## src/rtl/uart_pkt_pkg.sv

```systemverilog
// Constants, CRC helper and frame FSM encoding shared by the packet UART blocks.
package uart_pkt_pkg;

    localparam logic [7:0] SOF_BYTE  = 8'hA5;
    localparam logic [7:0] EOF_BYTE  = 8'h5A;
    localparam logic [7:0] CRC8_POLY = 8'h07;

    typedef enum logic [1:0] {
        ST_IDLE  = 2'd0,
        ST_LOAD  = 2'd1,
        ST_SHIFT = 2'd2,
        ST_DONE  = 2'd3
    } tx_state_t;

    // One byte of CRC-8 (MSB first, no reflection, no final XOR).
    function automatic logic [7:0] crc8_next(input logic [7:0] crc, input logic [7:0] data);
        logic [7:0] c;
        c = crc ^ data;
        for (int i = 0; i < 8; i++) begin
            c = c[7] ? ({c[6:0], 1'b0} ^ CRC8_POLY) : {c[6:0], 1'b0};
        end
        return c;
    endfunction

endpackage

```

## src/rtl/uart_byte_tx.sv

```systemverilog
// Single 8N1 character shifter with baud counter.
// txd is taken straight from the low bit of the shift register, so the pin is a
// flop output and idles high through the ones shifted in behind the stop bit.
module uart_byte_tx #(
    parameter int BPS_CNT = 434
) (
    input  logic       sys_clk,
    input  logic       sys_rst,
    input  logic       load,
    input  logic [7:0] din,
    output logic       txd,
    output logic       bit_done_last
);
    localparam int CW = (BPS_CNT > 2) ? $clog2(BPS_CNT) : 2;
    localparam logic [CW-1:0] BAUD_LAST = CW'(BPS_CNT - 1);
    localparam logic [CW-1:0] BAUD_PRE  = CW'(BPS_CNT - 2);

    logic [CW-1:0] baud_cnt;
    logic [3:0]    bit_cnt;
    logic [9:0]    shift_r;
    logic          active;

    assign txd = shift_r[0];

    // Asserted one cycle before the stop bit's final cycle, so the frame FSM can
    // spend that final cycle in LOAD and reload with no gap.
    assign bit_done_last = active && (bit_cnt == 4'd9) && (baud_cnt == BAUD_PRE);

    // Baud counter and shifter; a load restarts the character immediately.
    always_ff @(posedge sys_clk or posedge sys_rst) begin
        if (sys_rst) begin
            shift_r  <= '1;
            baud_cnt <= '0;
            bit_cnt  <= '0;
            active   <= 1'b0;
        end else if (load) begin
            shift_r  <= {1'b1, din, 1'b0};
            baud_cnt <= '0;
            bit_cnt  <= '0;
            active   <= 1'b1;
        end else if (active) begin
            if (baud_cnt == BAUD_LAST) begin
                baud_cnt <= '0;
                shift_r  <= {1'b1, shift_r[9:1]};
                if (bit_cnt == 4'd9) begin
                    active <= 1'b0;
                end else begin
                    bit_cnt <= bit_cnt + 4'd1;
                end
            end else begin
                baud_cnt <= baud_cnt + 1'b1;
            end
        end
    end

endmodule

```

## src/rtl/uart_mult_byte_tx.sv

```systemverilog
// Multi-byte packet transmitter: SOF, func, payload, CRC8, EOF sent back to back.
//
//   state    | meaning
//   ---------+-----------------------------------------------------------
//   ST_IDLE  | line idle, waiting for send_start
//   ST_LOAD  | pick frame byte byte_cnt, fold it into the CRC, load shifter
//   ST_SHIFT | character on the line, wait for its last stop-bit cycle
//   ST_DONE  | last stop-bit cycle of the frame; tx_done/tx_busy update next
module uart_mult_byte_tx
    import uart_pkt_pkg::*;
#(
    parameter int CLK_FREQ  = 50_000_000,
    parameter int UART_BPS  = 115200,
    parameter int MAX_BYTES = 11
) (
    input  logic                   sys_clk,
    input  logic                   sys_rst,
    input  logic                   send_start,
    input  logic [7:0]             func,
    input  logic [3:0]             pay_len,
    input  logic [MAX_BYTES*8-1:0] tx_data,
    output logic                   uart_txd,
    output logic                   tx_busy,
    output logic                   tx_done,
    output logic [3:0]             byte_idx
);
    localparam int BPS_CNT = CLK_FREQ / UART_BPS;
    localparam logic [3:0] MAX_LEN = 4'(MAX_BYTES);

    tx_state_t  state, state_nxt;
    logic [7:0] func_r;
    logic [3:0] len_r;
    logic [7:0] pay_r [MAX_BYTES];
    logic [7:0] crc_r;
    logic [3:0] byte_cnt;
    logic [3:0] pay_idx;
    logic [7:0] sel_byte;
    logic       load;
    logic       accept;
    logic       bit_done_last;

    assign accept  = (state == ST_IDLE) && send_start;
    assign pay_idx = byte_cnt - 4'd2;

    // Frame state register.
    always_ff @(posedge sys_clk or posedge sys_rst) begin
        if (sys_rst) state <= ST_IDLE;
        else         state <= state_nxt;
    end

    // Next state; byte_cnt already points past the byte on the line during SHIFT.
    always_comb begin
        state_nxt = state;
        load      = 1'b0;
        case (state)
            ST_IDLE:  if (send_start) state_nxt = ST_LOAD;
            ST_LOAD: begin
                load      = 1'b1;
                state_nxt = ST_SHIFT;
            end
            ST_SHIFT: if (bit_done_last) begin
                state_nxt = (byte_cnt == len_r + 4'd4) ? ST_DONE : ST_LOAD;
            end
            ST_DONE:  state_nxt = ST_IDLE;
            default:  state_nxt = ST_IDLE;
        endcase
    end

    // Frame byte selected by position.
    always_comb begin
        sel_byte = EOF_BYTE;
        if (byte_cnt == 4'd0)                 sel_byte = SOF_BYTE;
        else if (byte_cnt == 4'd1)            sel_byte = func_r;
        else if (byte_cnt <= len_r + 4'd1)    sel_byte = pay_r[pay_idx];
        else if (byte_cnt == len_r + 4'd2)    sel_byte = crc_r;
    end

    // Capture on accept, CRC and byte counters on load, status flags at frame end.
    always_ff @(posedge sys_clk or posedge sys_rst) begin
        if (sys_rst) begin
            func_r   <= '0;
            len_r    <= '0;
            for (int i = 0; i < MAX_BYTES; i++) pay_r[i] <= '0;
            crc_r    <= '0;
            byte_cnt <= '0;
            byte_idx <= '0;
            tx_busy  <= 1'b0;
            tx_done  <= 1'b0;
        end else begin
            tx_done <= 1'b0;
            if (accept) begin
                func_r   <= func;
                len_r    <= (pay_len > MAX_LEN) ? MAX_LEN : pay_len;
                for (int i = 0; i < MAX_BYTES; i++) pay_r[i] <= tx_data[i*8 +: 8];
                crc_r    <= '0;
                byte_cnt <= '0;
                byte_idx <= '0;
                tx_busy  <= 1'b1;
            end
            if (load) begin
                byte_cnt <= byte_cnt + 4'd1;
                byte_idx <= byte_cnt;
                if ((byte_cnt != 4'd0) && (byte_cnt <= len_r + 4'd1)) begin
                    crc_r <= crc8_next(crc_r, sel_byte);
                end
            end
            if (state == ST_DONE) begin
                tx_done <= 1'b1;
                tx_busy <= 1'b0;
            end
        end
    end

    uart_byte_tx #(
        .BPS_CNT(BPS_CNT)
    ) u_byte_tx (
        .sys_clk       (sys_clk),
        .sys_rst       (sys_rst),
        .load          (load),
        .din           (sel_byte),
        .txd           (uart_txd),
        .bit_done_last (bit_done_last)
    );

endmodule

```

## config.mk

```make
export PLATFORM = sky130hd
export DESIGN_NAME = uart_mult_byte_tx
export DESIGN_NICKNAME = d
export VERILOG_FILES = /design/src/rtl/uart_pkt_pkg.sv /design/src/rtl/uart_byte_tx.sv /design/src/rtl/uart_mult_byte_tx.sv
export SDC_FILE = /design/constraint.sdc
export NUM_CORES = 1
export LEC_CHECK = 0
export CORE_ASPECT_RATIO = 0.9
export CORE_MARGIN = 1.5
export CORE_UTILIZATION = 61
export CTS_CLUSTER_DIAMETER = 120
export DETAILED_ROUTE_END_ITERATION = 16
export DONT_BUFFER_PORTS = 1
export PLACE_DENSITY = 0.76
export SLEW_MARGIN = 20
export SYNTH_ARGS = -nofsm -noshare
export SYNTH_HDL_FRONTEND = slang
export SYNTH_SLANG_ARGS = --single-unit
```

## constraint.sdc

```tcl
create_clock -name sys_clk -period 6.6 [get_ports sys_clk]
set_clock_uncertainty 0.15 [all_clocks]
set_input_delay 1.32 -clock sys_clk [delete_from_list [all_inputs] [get_ports sys_clk]]
set_output_delay 1.32 -clock sys_clk [all_outputs]
set_load 0.02 [all_outputs]
```

==> impl_metrics.json <==
{
  "synth_seq_cells": 143,
  "die_area_um2": 12800,
  "hold_viol_final": 0,
  "worst_ep_required_time_ns": 6.79,
  "synthXorXnorAreaFrac_pct": 3.67,
  "routed_wl_mm": 17.5,
  "clock_path_buffers": 2,
  "post_cts_resized": 0,
  "cts_sinks": 143,
  "wl_met3_mm": 1.04,
  "htreeDepth": 4,
  "syn_nets": 950,
  "rows": 38,
  "ios": 110,
  "drive_gt1_share_pct": 9.61,
  "ys_seq_area_share_pct": 48.3,
  "yosys.area_share.adder_pct": 2.70,
  "outcome": "complete, no violations",
  "placed_area_um2": 7490,
  "portBuffers": 0,
  "setup-violations-final": 0,
  "grt_max_degree": 114,
  "finish.utilization_pct": 67.8,
  "ir_worst_vdd_uv": 210,
  "grt_pass1_wl_mm": 28.6,
  "wirelength_met1_mm": 7.64,
  "fin_crit_sh_pct": 59.8,
  "avgViaCountPerCell": 5.92,
  "clock_latency_ns": 0.43,
  "cap_viol_max_count": 0,
  "firstDrtPassIters": 5,
  "yosys.area_share.simple_pct": 24.7,
  "met2WireLength_mm": 8.32,
  "cp.arrival_ns": 4.14,
  "synth_area_um2": 7430,
  "cts_root_buffer": "clkbuf_16",
  "async_flop_share_pct": 100,
  "p_leak_uw": 0.00392,
  "worst-path-max-fanout": 9,
  "drtIter0Drc": 408,
  "synthMuxAreaShare_pct": 6.38,
  "postSynthAreaPerCell_um2": 8.94,
  "rsz0062_at_grt": "no",
  "num-fill-cells": 954,
  "critPathKind": "reg -> reg",
  "tns_ns": 0,
  "overflow": 0,
  "grt_pass1_vias": 5774,
  "slew_viol_final": 0,
  "min_period_ns": 3.95,
  "whs_path_depth": 2,
  "tritoncts": "built",
  "syn_inst": 831,
  "seq_area_um2": 3590,
  "synth_top_family_by_area": "simple AND/OR/NAND/NOR gates",
  "r2r_slack_ns": 2.65,
  "max_stage_delay_ns": 0.55,
  "die_width_um": 119,
  "dp_hpwl_mm": 11.9,
  "cts_setup_buffers": 0,
  "cts.hold.buffers_added": 0,
  "synth_edf_count": 0,
  "finalInstanceArea_um2": 8130,
  "cts_inserted_buffers": 17,
  "gp_congestion": 0.889,
  "endpoint_kind": "register",
  "area_growth_syn_to_layout_pct": 9.42,
  "slowest_stage": "mux4_2",
  "initial_core_util_pct": 62.0,
  "nets": 932,
  "worst_slew_pin_slew_ns": 1.07,
  "grt_antenna_before_repair": 0,
  "fmaxAchievable_mhz": 253,
  "diodes": 0,
  "hold_class": "reg -> reg",
  "cp_cell_sequence": "inv_1 -> ha_1 -> mux4_2 -> a32oi_1 -> nand3_1 -> mux2i_1 -> a2111oi_2 -> and3_1 -> nor3_1 -> or4b_1 -> o211ai_1",
  "die_y_um": 108,
  "synth-compound-area-share_pct": 10.7,
  "yosys_warnings": 0,
  "antenna_left": 0,
  "multi_input_area_um2": 3590,
  "critPathLaunchType": "register",
  "via_count": 5817,
  "ys_types": 73,
  "synth_ff_type": "dfrtp_1",
  "gr-usage-all-layers_pct": 29.2,
  "rr_worst_depth": 11,
  "drc_errors": 0,
  "core_um2": 12000,
  "powerDensity_nw_per_um2": 268,
  "slew_headroom_pct": 28.7,
  "dr.max_layer_used": "met4",
  "clk_pin_slew_worst_paths_ns": 0.06,
  "wl_per_cell_um": 17.8
}
-- per-layer routing --
layer / vias to the layer above / track usage, %
li1: 2746 / -
met1: 2852 / 38.4
met2: 182 / 46.4
met3: 37 / 8.05
met4: 0 / 11.5
met5: - / 0
-- cell type report --
| cell class | count | area share, % |
|---|---|---|
| Sequential cell | 143 | 44.2 |
| Tap cell | 160 | 2.46 |
| Multi-Input combinational cell | 628 | 44.2 |
| Timing Repair Buffer | 7 | 0.893 |
| Clock inverter | 10 | 2.03 |
| Inverter | 16 | 0.801 |
| Clock buffer | 18 | 5.40 |
-- cells in the final DEF (no fill, tap or decap), types with 6 or more instances in the layout --
| master | n |
|---|---|
| nor2_1 | 27 |
| a21oi_1 | 17 |
| nand3_1 | 26 |
| xnor2_1 | 12 |
| a22oi_1 | 7 |
| clkbuf_16 | 17 |
| buf_4 | 6 |
| ha_1 | 16 |
| dfstp_2 | 9 |
| dfrtp_1 | 134 |
| xor2_1 | 11 |
| nand2_1 | 343 |
| mux4_2 | 12 |
| o21ai_0 | 40 |
| inv_1 | 15 |
| o211ai_1 | 6 |
| nor3_1 | 7 |
| mux2i_1 | 8 |
-- kinds of logic (layout without fill, tap and decap cells) --
family / after synthesis / count (layout)
xor gates and xnor gates: 27 / 27
adders and majority gates: 16 / 16
DFF: 143 / 143
and+or+nand+nor: 443 / 443
muxes: 27 / 27
AOI/OAI and AO/OA: 115 / 115
buffers and inverters: 60 / 51
-- state kept, by name, indices dropped and copies added, names as in the netlist --
register,count
len_r,4
tx_done,1
u_byte_tx.shift_r,9
pay_r,88
u_byte_tx.active,1
tx_busy,1
state,2
crc_r,8
u_byte_tx.bit_cnt,4
byte_idx,4
u_byte_tx.baud_cnt,9
byte_cnt,4
func_r,8
-- worst max-delay path: cells and delay by family, from the launching register on --
kind | cells | cell delay [ns]
AND/OR/NAND/NOR | 4 | 1.02
flip-flops | 1 | 0.51
AO/OA/AOI/OAI | 3 | 0.76
multiplexers | 2 | 0.73
adder cells (fa/ha/maj) | 1 | 0.53
buffers and inverters | 1 | 0.17
-- cells in the mapped netlist, drive strengths merged (5+ instances only) --
cell	instances	area (µm²)
a21o	5	37.5
a21oi	17	85.1
a22oi	7	52.6
and2	6	37.5
and3	5	31.3
buf	10	68.8
clkbuf	34	128
dfrtp	134	3350
dfstp	9	236
ha	16	200
inv	16	60.1
mux2i	8	80.1
mux4	15	349
nand2	343	1290
nand2b	5	38.8
nand3	26	130
nor2	29	111
nor3	7	35.0
o211ai	6	45.0
o21ai	43	226
xnor2	14	138
xor2	12	113
-- per-stage QoR --
step,hold WS [ns],worst slack (ns),power [µW],std cells
after global placement,0.301,2.81,1180,953
after CTS,0.312,2.70,2190,981
after detailed placement,0.306,2.72,1190,953
final,0.311,2.65,2180,982
after global routing,0.339,2.36,2260,982
after floorplan,0.287,1.31,1140,831
-- power by group --
group	switching [µW]	internal, µW	leakage [µW]	total (µW)
combinational	130	94.9	0.00185	225
clock	359	634	0.000286	993
sequential	33.9	924	0.00178	958
-- final timing paths --
| kind | startpoint | end |
|---|---|---|
| hold / removal | u_byte_tx.shift_r[8]$_DFFE_PP1P_ | u_byte_tx.shift_r[8]$_DFFE_PP1P_ |
| min in group asynchronous | sys_rst | func_r[7]$_DFFE_PP0P_ |
| hold reg to reg | u_byte_tx.shift_r[8]$_DFFE_PP1P_ | u_byte_tx.shift_r[8]$_DFFE_PP1P_ |
| max in group asynchronous | sys_rst | byte_cnt[1]$_DFFE_PP0P_ |
| setup / recovery | byte_cnt[2]$_DFFE_PP0P_ | crc_r[2]$_DFF_PP0_ |
| setup reg to reg | byte_cnt[2]$_DFFE_PP0P_ | crc_r[2]$_DFF_PP0_ |
Note: power is estimated with default switching activity, not from simulation.
